$ cat config.mk
export PLATFORM = sky130hd
export DESIGN_NAME = multicycle_controller
export DESIGN_NICKNAME = d
export VERILOG_FILES = /design/src/rtl/multicycle_controller_pkg.sv /design/src/rtl/multicycle_controller_alu_decoder.sv /design/src/rtl/multicycle_controller.sv
export SDC_FILE = /design/constraint.sdc
export NUM_CORES = 1
export LEC_CHECK = 0
export BUFFER_PORTS_ARGS = -buffer_cell sky130_fd_sc_hd__buf_2
export CAP_MARGIN = 20
export CORE_UTILIZATION = 48
export DETAILED_ROUTE_END_ITERATION = 10
export PLACE_DENSITY = 0.83
export SETUP_SLACK_MARGIN = 0.05
export SKIP_CTS_REPAIR_TIMING = 1
export SYNTH_ARGS = -nofsm -noshare
export SYNTH_HDL_FRONTEND = slang
export SYNTH_SLANG_ARGS = --single-unit
$ cat constraint.sdc
create_clock -name clk -period 4.4 [get_ports clk]
set_clock_uncertainty 0.1 [all_clocks]
set_input_delay 0.22 -clock clk [delete_from_list [all_inputs] [get_ports clk]]
set_output_delay 0.22 -clock clk [all_outputs]
set_load 0.02 [all_outputs]
$ cat src/rtl/multicycle_controller_pkg.sv
// Shared encodings for the multicycle RV32I-subset controller and its datapath muxes.
package multicycle_controller_pkg;

  localparam int unsigned OP_W    = 7;
  localparam int unsigned F3_W    = 3;
  localparam int unsigned RES_W   = 2;
  localparam int unsigned SRC_W   = 2;
  localparam int unsigned IMM_W   = 3;
  localparam int unsigned ALUC_W  = 3;
  localparam int unsigned ALUOP_W = 2;

  // Opcodes handled by the controller
  localparam logic [OP_W-1:0] OP_LW     = 7'b0000011;
  localparam logic [OP_W-1:0] OP_SW     = 7'b0100011;
  localparam logic [OP_W-1:0] OP_R      = 7'b0110011;
  localparam logic [OP_W-1:0] OP_I      = 7'b0010011;
  localparam logic [OP_W-1:0] OP_JAL    = 7'b1101111;
  localparam logic [OP_W-1:0] OP_BRANCH = 7'b1100011;
  localparam logic [OP_W-1:0] OP_LUI    = 7'b0110111;

  // Branch conditions
  localparam logic [F3_W-1:0] F3_BEQ = 3'b000;
  localparam logic [F3_W-1:0] F3_BNE = 3'b001;

  // Controller states (4-bit encoding)
  typedef enum logic [3:0] {
    S_FETCH    = 4'd0,
    S_DECODE   = 4'd1,
    S_MEMADR   = 4'd2,
    S_MEMREAD  = 4'd3,
    S_MEMWRITE = 4'd4,
    S_MEMWB    = 4'd5,
    S_EXECR    = 4'd6,
    S_EXECI    = 4'd7,
    S_ALUWB    = 4'd8,
    S_JAL      = 4'd9,
    S_BRANCH   = 4'd10,
    S_LUI      = 4'd11
  } state_e;

  // Result mux select
  localparam logic [RES_W-1:0] RES_ALUOUT    = 2'b00;
  localparam logic [RES_W-1:0] RES_DATA      = 2'b01;
  localparam logic [RES_W-1:0] RES_ALURESULT = 2'b10;
  localparam logic [RES_W-1:0] RES_IMMEXT    = 2'b11;

  // ALU operand selects
  localparam logic [SRC_W-1:0] SRCA_PC    = 2'b00;
  localparam logic [SRC_W-1:0] SRCA_OLDPC = 2'b01;
  localparam logic [SRC_W-1:0] SRCA_RD1   = 2'b10;
  localparam logic [SRC_W-1:0] SRCB_RD2   = 2'b00;
  localparam logic [SRC_W-1:0] SRCB_IMM   = 2'b01;
  localparam logic [SRC_W-1:0] SRCB_FOUR  = 2'b10;

  // Immediate formats
  localparam logic [IMM_W-1:0] IMM_I = 3'b000;
  localparam logic [IMM_W-1:0] IMM_S = 3'b001;
  localparam logic [IMM_W-1:0] IMM_B = 3'b010;
  localparam logic [IMM_W-1:0] IMM_J = 3'b011;
  localparam logic [IMM_W-1:0] IMM_U = 3'b100;

  // ALU operations
  localparam logic [ALUC_W-1:0] ALU_ADD = 3'b000;
  localparam logic [ALUC_W-1:0] ALU_SUB = 3'b001;
  localparam logic [ALUC_W-1:0] ALU_AND = 3'b010;
  localparam logic [ALUC_W-1:0] ALU_OR  = 3'b011;
  localparam logic [ALUC_W-1:0] ALU_XOR = 3'b100;
  localparam logic [ALUC_W-1:0] ALU_SLT = 3'b101;

  // Coarse ALU operation requested by the FSM
  localparam logic [ALUOP_W-1:0] ALUOP_ADD   = 2'b00;
  localparam logic [ALUOP_W-1:0] ALUOP_SUB   = 2'b01;
  localparam logic [ALUOP_W-1:0] ALUOP_FUNCT = 2'b10;

  // Immediate format implied by the opcode
  function automatic logic [IMM_W-1:0] imm_src_of(input logic [OP_W-1:0] op);
    logic [IMM_W-1:0] imm;
    imm = IMM_I;
    case (op)
      OP_LW, OP_I: imm = IMM_I;
      OP_SW:       imm = IMM_S;
      OP_BRANCH:   imm = IMM_B;
      OP_JAL:      imm = IMM_J;
      OP_LUI:      imm = IMM_U;
      default:     imm = IMM_I;
    endcase
    return imm;
  endfunction

endpackage

$ cat src/rtl/multicycle_controller_alu_decoder.sv
// Combinational ALU decoder: coarse alu_op plus instruction fields -> alu_control.
module multicycle_controller_alu_decoder
  import multicycle_controller_pkg::*;
(
  input  logic [ALUOP_W-1:0] alu_op_i,
  input  logic [F3_W-1:0]    funct3_i,
  input  logic               op5_i,
  input  logic               funct7_5_i,
  output logic [ALUC_W-1:0]  alu_control_o
);

  // Map alu_op / funct3 to the ALU operation; only R-type with funct7_5 selects sub
  always_comb begin
    alu_control_o = ALU_ADD;
    case (alu_op_i)
      ALUOP_ADD: alu_control_o = ALU_ADD;
      ALUOP_SUB: alu_control_o = ALU_SUB;
      ALUOP_FUNCT: begin
        case (funct3_i)
          3'b000:  alu_control_o = (op5_i && funct7_5_i) ? ALU_SUB : ALU_ADD;
          3'b010:  alu_control_o = ALU_SLT;
          3'b100:  alu_control_o = ALU_XOR;
          3'b110:  alu_control_o = ALU_OR;
          3'b111:  alu_control_o = ALU_AND;
          default: alu_control_o = ALU_ADD;
        endcase
      end
      default: alu_control_o = ALU_ADD;
    endcase
  end

endmodule

$ cat src/rtl/multicycle_controller.sv
// Moore FSM controller sequencing fetch/decode/execute/writeback for the multicycle datapath.
module multicycle_controller
  import multicycle_controller_pkg::*;
(
  input  logic              clk,
  input  logic              rst,
  input  logic [OP_W-1:0]   op,
  input  logic [F3_W-1:0]   funct3,
  input  logic              funct7_5,
  input  logic              zero,
  output logic              pc_write,
  output logic              adr_src,
  output logic              mem_write,
  output logic              ir_write,
  output logic              reg_write,
  output logic [RES_W-1:0]  result_src,
  output logic [SRC_W-1:0]  alu_src_a,
  output logic [SRC_W-1:0]  alu_src_b,
  output logic [IMM_W-1:0]  imm_src,
  output logic [ALUC_W-1:0] alu_control
);

  state_e             state_q, state_d;
  logic [ALUOP_W-1:0] alu_op;
  logic               pc_update;
  logic               branch;
  logic               taken;

  // State register; reset aborts any instruction in flight
  always_ff @(posedge clk) begin
    if (rst) state_q <= S_FETCH;
    else     state_q <= state_d;
  end

  // Next-state and per-state output decode; reset forces every output low
  always_comb begin
    state_d    = S_FETCH;
    adr_src    = 1'b0;
    mem_write  = 1'b0;
    ir_write   = 1'b0;
    reg_write  = 1'b0;
    result_src = RES_ALUOUT;
    alu_src_a  = SRCA_PC;
    alu_src_b  = SRCB_RD2;
    alu_op     = ALUOP_ADD;
    pc_update  = 1'b0;
    branch     = 1'b0;
    imm_src    = imm_src_of(op);

    case (state_q)
      S_FETCH: begin
        state_d    = S_DECODE;
        ir_write   = 1'b1;
        alu_src_b  = SRCB_FOUR;
        result_src = RES_ALURESULT;
        pc_update  = 1'b1;
      end
      S_DECODE: begin
        alu_src_a = SRCA_OLDPC;
        alu_src_b = SRCB_IMM;
        case (op)
          OP_LW, OP_SW: state_d = S_MEMADR;
          OP_R:         state_d = S_EXECR;
          OP_I:         state_d = S_EXECI;
          OP_JAL:       state_d = S_JAL;
          OP_BRANCH:    state_d = S_BRANCH;
          OP_LUI:       state_d = S_LUI;
          default:      state_d = S_FETCH;
        endcase
      end
      S_MEMADR: begin
        state_d   = op[5] ? S_MEMWRITE : S_MEMREAD;
        alu_src_a = SRCA_RD1;
        alu_src_b = SRCB_IMM;
      end
      S_MEMREAD: begin
        state_d = S_MEMWB;
        adr_src = 1'b1;
      end
      S_MEMWRITE: begin
        adr_src   = 1'b1;
        mem_write = 1'b1;
      end
      S_MEMWB: begin
        result_src = RES_DATA;
        reg_write  = 1'b1;
      end
      S_EXECR: begin
        state_d   = S_ALUWB;
        alu_src_a = SRCA_RD1;
        alu_src_b = SRCB_RD2;
        alu_op    = ALUOP_FUNCT;
      end
      S_EXECI: begin
        state_d   = S_ALUWB;
        alu_src_a = SRCA_RD1;
        alu_src_b = SRCB_IMM;
        alu_op    = ALUOP_FUNCT;
      end
      S_ALUWB: begin
        reg_write = 1'b1;
      end
      S_JAL: begin
        state_d   = S_ALUWB;
        alu_src_a = SRCA_OLDPC;
        alu_src_b = SRCB_FOUR;
        pc_update = 1'b1;
      end
      S_BRANCH: begin
        alu_src_a = SRCA_RD1;
        alu_src_b = SRCB_RD2;
        alu_op    = ALUOP_SUB;
        branch    = 1'b1;
      end
      S_LUI: begin
        result_src = RES_IMMEXT;
        reg_write  = 1'b1;
      end
      default: state_d = S_FETCH;
    endcase

    if (rst) begin
      adr_src    = 1'b0;
      mem_write  = 1'b0;
      ir_write   = 1'b0;
      reg_write  = 1'b0;
      result_src = RES_ALUOUT;
      alu_src_a  = SRCA_PC;
      alu_src_b  = SRCB_RD2;
      alu_op     = ALUOP_ADD;
      pc_update  = 1'b0;
      branch     = 1'b0;
      imm_src    = IMM_I;
    end
  end

  // Branch condition follows the live zero flag
  always_comb begin
    taken = 1'b0;
    case (funct3)
      F3_BEQ:  taken = zero;
      F3_BNE:  taken = ~zero;
      default: taken = 1'b0;
    endcase
    pc_write = pc_update | (branch & taken);
  end

  multicycle_controller_alu_decoder u_alu_decoder (
    .alu_op_i      (alu_op),
    .funct3_i      (funct3),
    .op5_i         (op[5]),
    .funct7_5_i    (funct7_5),
    .alu_control_o (alu_control)
  );

endmodule

== After elaboration in Yosys (flattened, before gate mapping) ==
Index checks and enable logic that the tools add are counted.
Operators by class
  eq/ne operators: 25
  muxes and demuxes: 29
  bitwise logic cells: 3
  reduce and logical (&&, ||, !) cells: 12
Operators by type and width (number)
  $pmux W4 S6: 1
  $eq A7 B6 Y1 const B: 3
  $pmux W4 S5: 1
  $eq A4 B3 Y1 const B: 4
  $eq A4 B4 Y1 const B: 4
  $pmux W3 S5: 1
  $eq A7 B7 Y1 const B: 2
  $mux W1: 13
  $pmux W2 S2: 3
  $pmux W3 S4: 1
  $reduce_or A2 Y1: 5
  $eq A3 B3 Y1 const B: 3
  $reduce_or A3 Y1: 3
  $eq A4 B2 Y1 const B: 2
  $mux W2: 4
  $eq A7 B2 Y1 const B: 1
  $eq A7 B5 Y1 const B: 1
  $mux W3: 2
  $pmux W2 S3: 1
  $pmux W3 S2: 1
  $eq A4 B1 Y1 const B: 1
  $logic_not A4 Y1: 1
  $reduce_or A4 Y1: 1
  $eq A3 B1 Y1 const B: 1
  other kinds (9): 9
Storage, ports and cells
  bits in registers: 4
  output and inout port bits: 17
  logic and storage cells: 70

== Logic depth before layout (Yosys ltp) ==
  depth in word-level cells: 6
  depth in mapped cells: 8
  mapped depth without buffers: 7

== Modules after synthesis ==
Synthesis repeated with hierarchy kept, for this count alone.
Unflattened totals
  cells, all modules: 91
  area, all modules: 636.9 um2
Modules (own cells, without submodules)
  multicycle_controller: times used 1, cells an instance 79, area an instance 538.0 um2, sequential area each 80.1 um2
  multicycle_controller_alu_decoder: times used 1, cells an instance 12, area an instance 98.8 um2, sequential area each 0.0 um2

== Worst setup path before layout ==
OpenSTA, ideal clock, no wires.
  path type: register -> output
  start: reg state_q[2]
  end: out alu_src_a[1]
  arrival: 1.714 ns
  required time: 4.080 ns
  setup slack: 2.366 ns
  stages on the path, launching flop included: 4
  path through: dfxtp_1 > buf_2 > nor2b_1 > a2111oi_0
Between the ends
  longest elaborated chain between the ends: 4
Ends and longest elaborated chain
  start, declared: line multicycle_controller.sv:23  | state_e state_q, state_d;
  start signal, assigned: line multicycle_controller.sv:32  | else state_q <= state_d;
  $eq A4 B4 Y1 (tied with other cells): line multicycle_controller.sv:50  | case (state_q)
  $reduce_or A4 Y1 (no source line) / $reduce_or A2 Y1 (equally long branches)
  $pmux W2 S2 (*): line multicycle_controller.sv:50
  $mux W2 (*): line multicycle_controller.sv:122  | if (rst) begin
  end, declared: line multicycle_controller.sv:17  | output logic [SRC_W-1:0] alu_src_a,
Every way passes the cells marked *; elsewhere a longest branch is shown, timed or not.

== Worst setup path after layout ==
  start: reg state_q[3]
  end: out alu_control[0]
Between the ends
  longest elaborated chain between the ends: 6
Ends and longest elaborated chain
  $eq A4 B3 Y1: line multicycle_controller.sv:50
  $reduce_or A2 Y1 (no source line)
  $pmux W2 S2 (*): line multicycle_controller.sv:50
  $mux W2 (*): line multicycle_controller.sv:122
  $eq A2 B2 Y1 / $eq A2 B1 Y1 (equally long branches): line multicycle_controller_alu_decoder.sv:15  | case (alu_op_i)
  $pmux W3 S2 (*): line multicycle_controller_alu_decoder.sv:15
  end, declared: line multicycle_controller.sv:20  | output logic [ALUC_W-1:0] alu_control
Marked as above.

==> impl_metrics.toml <==
[outcome]
status = "completed"

[power_and_ir_drop]
total_leakage_power_nw = 0.3724
power.density_mw_per_mm2 = 161.7
comb_power_share = 0.335
finalPower_uw = 129.1
seq_power_share = 0.323
ir_worst_vdd_mv = 0.1323
netSwitchingFraction = 0.3281
p_int_uw = 86.74
pwr-share-clk = 0.342
switchingPower_uw = 42.36

[worst_setup_path]
cp_top_family = "simple AND/OR/NAND/NOR gates"
crit_fanout = 14
slowest_delay_ns = 0.58
cp_cell_sequence = "nand2b_1 > or3_1 > ha_1 > nor2b_1 > o21ai_0 > a21oi_1 > buf_2"
cp.buffers_inverters = 1
critPathCaptureType = "output port"
startpoint_type = "flop"
rrSetupSlack_ns = 2.82
crit_required_ns = 4.08
timing.setup.critical_path_class = "reg -> out"
arrival_ns = 2.05
cp_slowest_cell = "dfxtp_1"

[yosys]
synth_area_um2 = 641.9
ys_top_cells_by_area = "dfxtp_1 (12%), and3b_1 (5.5%), nand2b_1 (4.9%), or3_1 (4.9%), a21oi_1 (4.7%)"
netlist_instances = 91
syn-num-nets = 107
ys_ff_latch = 4
yosys.area.top_type = "dfxtp_1"
ys_seq_area_frac = 0.1248
synthTopCellsByCount = "a21oi_1 (6), nor2_1 (6), clkbuf_1 (5), nand2b_1 (5), or3_1 (5)"
synth_cell_types = 36
synth_top_area_share = 0.1248
syn_area_per_cell_um2 = 7.053
synth_warnings = 0
yosys_most_used_dff = "dfxtp_1"
async_flop_share = 0
synth_edf_count = 0

[worst_hold_path]
hp-class = "in -> reg"

[cts]
clock_path_buffers = 2
cts_max_level = 1
cts_root_buffer = "clkbuf_4"
cts_buffers = 3
clk_latency_ns = 0.23
cts_tree = "done"
path_clk_slew_ns = 0.03
cts.sinks = 4

[placed_design]
dpl.hpwl_um = 1219
io_buffers = 30
placed_cell_area_um2 = 775.7
place_congestion = 0.7296
dp.cells = 127

[timing]
setup_violations = 0
whs_ns = 0.2154
min_period_ns = 2.370
period_share = 0.5386
max-slew-margin-rel = 0.6491
finalSetupTns_ns = 0
rsz0062_at_grt = "no"
fmax_ghz = 0.4220
finalHoldViolCount = 0
slew_viol_final = 0
worstMarginPinSlew_ns = 0.5257

[global_routing]
grt_max_degree = 19
antenna_found_initial = 0
grt-ovfl-total = 0
grt_pass1_wl_um = 2656
grt_pass1_vias = 660
grt_use_total = 0.2434

[routing]
met2WireLength_um = 826
viasPerCell = 5.800
wl_per_cell_um = 12.26
highest_layer = "met4"
drc = 0
ant_nets = 0
drt_pass1_iterations = 4
drt_iter0_drc = 12
met1Wirelength_um = 704
wl_met3_um = 48
vias = 754
detail_route.wirelength_um = 1594

[final_layout]
largest_register_ff_count = 4
drive_gt1_frac = 0.3017
nets = 134
postLayoutCellArea_um2 = 798.3
syn_to_final_growth_pct = 24.37
top_regs = "state_q (4)"
n_antenna_cell = 0
n_fill_cell = 128
final_cells = 130
top_register = "state_q"

[floorplanning]
core-area_mm2 = 0.001171
die_w_um = 38.57
rows = 12
io_pins = 31
die_area_mm2 = 0.001488
die_h_um = 38.57
initial_core_util = 0.5481

[job]
cap_violations = 0
[routing by layer]
layer  track usage  up-vias
met5             0        -
met4       0.05172        0
met3       0.01734        3
met2        0.4583       19
met1        0.2947      341
li1              -      391
[cell families after synthesis]
family / count (synthesis) / share of synthesized area
compound gates: 19 / 0.1832
xor+xnor: 5 / 0.06824
fa+ha+maj: 2 / 0.03898
buf+inv: 12 / 0.07601
flops: 4 / 0.1248
mux: 3 / 0.04679
simple gates: 46 / 0.4620
[worst reg2reg max path: stages, from the launching register on]
cell	delay, ns
dfxtp_1	0.64
nand2b_1	0.14
or4_1	0.51
o21ai_1	0.11
[final cells by class]
type	instances	area, µm²	share of cell area
multi-input cells	75	513.0	0.6426
repair buffers	30	150.1	0.1881
flip-flops and latches	4	80.08	0.1003
clock buffers	3	22.52	0.02821
well taps	14	17.52	0.02194
inverters	4	15.01	0.01881
[worst paths after layout]
kind	from	endpoint	depth (start not counted)
worst max-delay path	state_q[3]$_SDFF_PP0_	alu_control[0]	7
worst min-delay path	op[0]	state_q[3]$_SDFF_PP0_	3
worst max register to register	state_q[0]$_SDFF_PP0_	state_q[1]$_SDFF_PP0_	3
worst min register to register	state_q[1]$_SDFF_PP0_	state_q[2]$_SDFF_PP0_	2
[through the flow]
step | util | setup slack [ns]
finish | 0.6816 | 2.030
global route | 0.6816 | 1.880
CTS | 0.6816 | 2.045
floorplan | - | 2.367
global placement | 0.6624 | 2.410
detailed placement | 0.6624 | 2.296
[placed cells by master (no fill, tap or decap), drive strengths merged, types with 3 or more instances in the layout]
cell type,count
nand2,3
a21oi,6
dfxtp,4
buf,30
nor3,4
nand2b,5
or3,6
clkbuf,3
inv,4
nor3b,3
and3b,4
nor2,6
nand3,3
o21ai,6
mux2i,3
xor2,3
[power groups by stage]
stage | sequential (mW) | clock [mW] | combinational (mW)
global placement | 0.0419 | 0 | 0.0424
finish | 0.0417 | 0.0441 | 0.0433
global route | 0.0421 | 0.0474 | 0.0480
detailed placement | 0.0421 | 0 | 0.0432
floorplan | 0.0383 | 0 | 0.0313
CTS | 0.0416 | 0.0454 | 0.0433
Power figures use the tool's default switching activity.
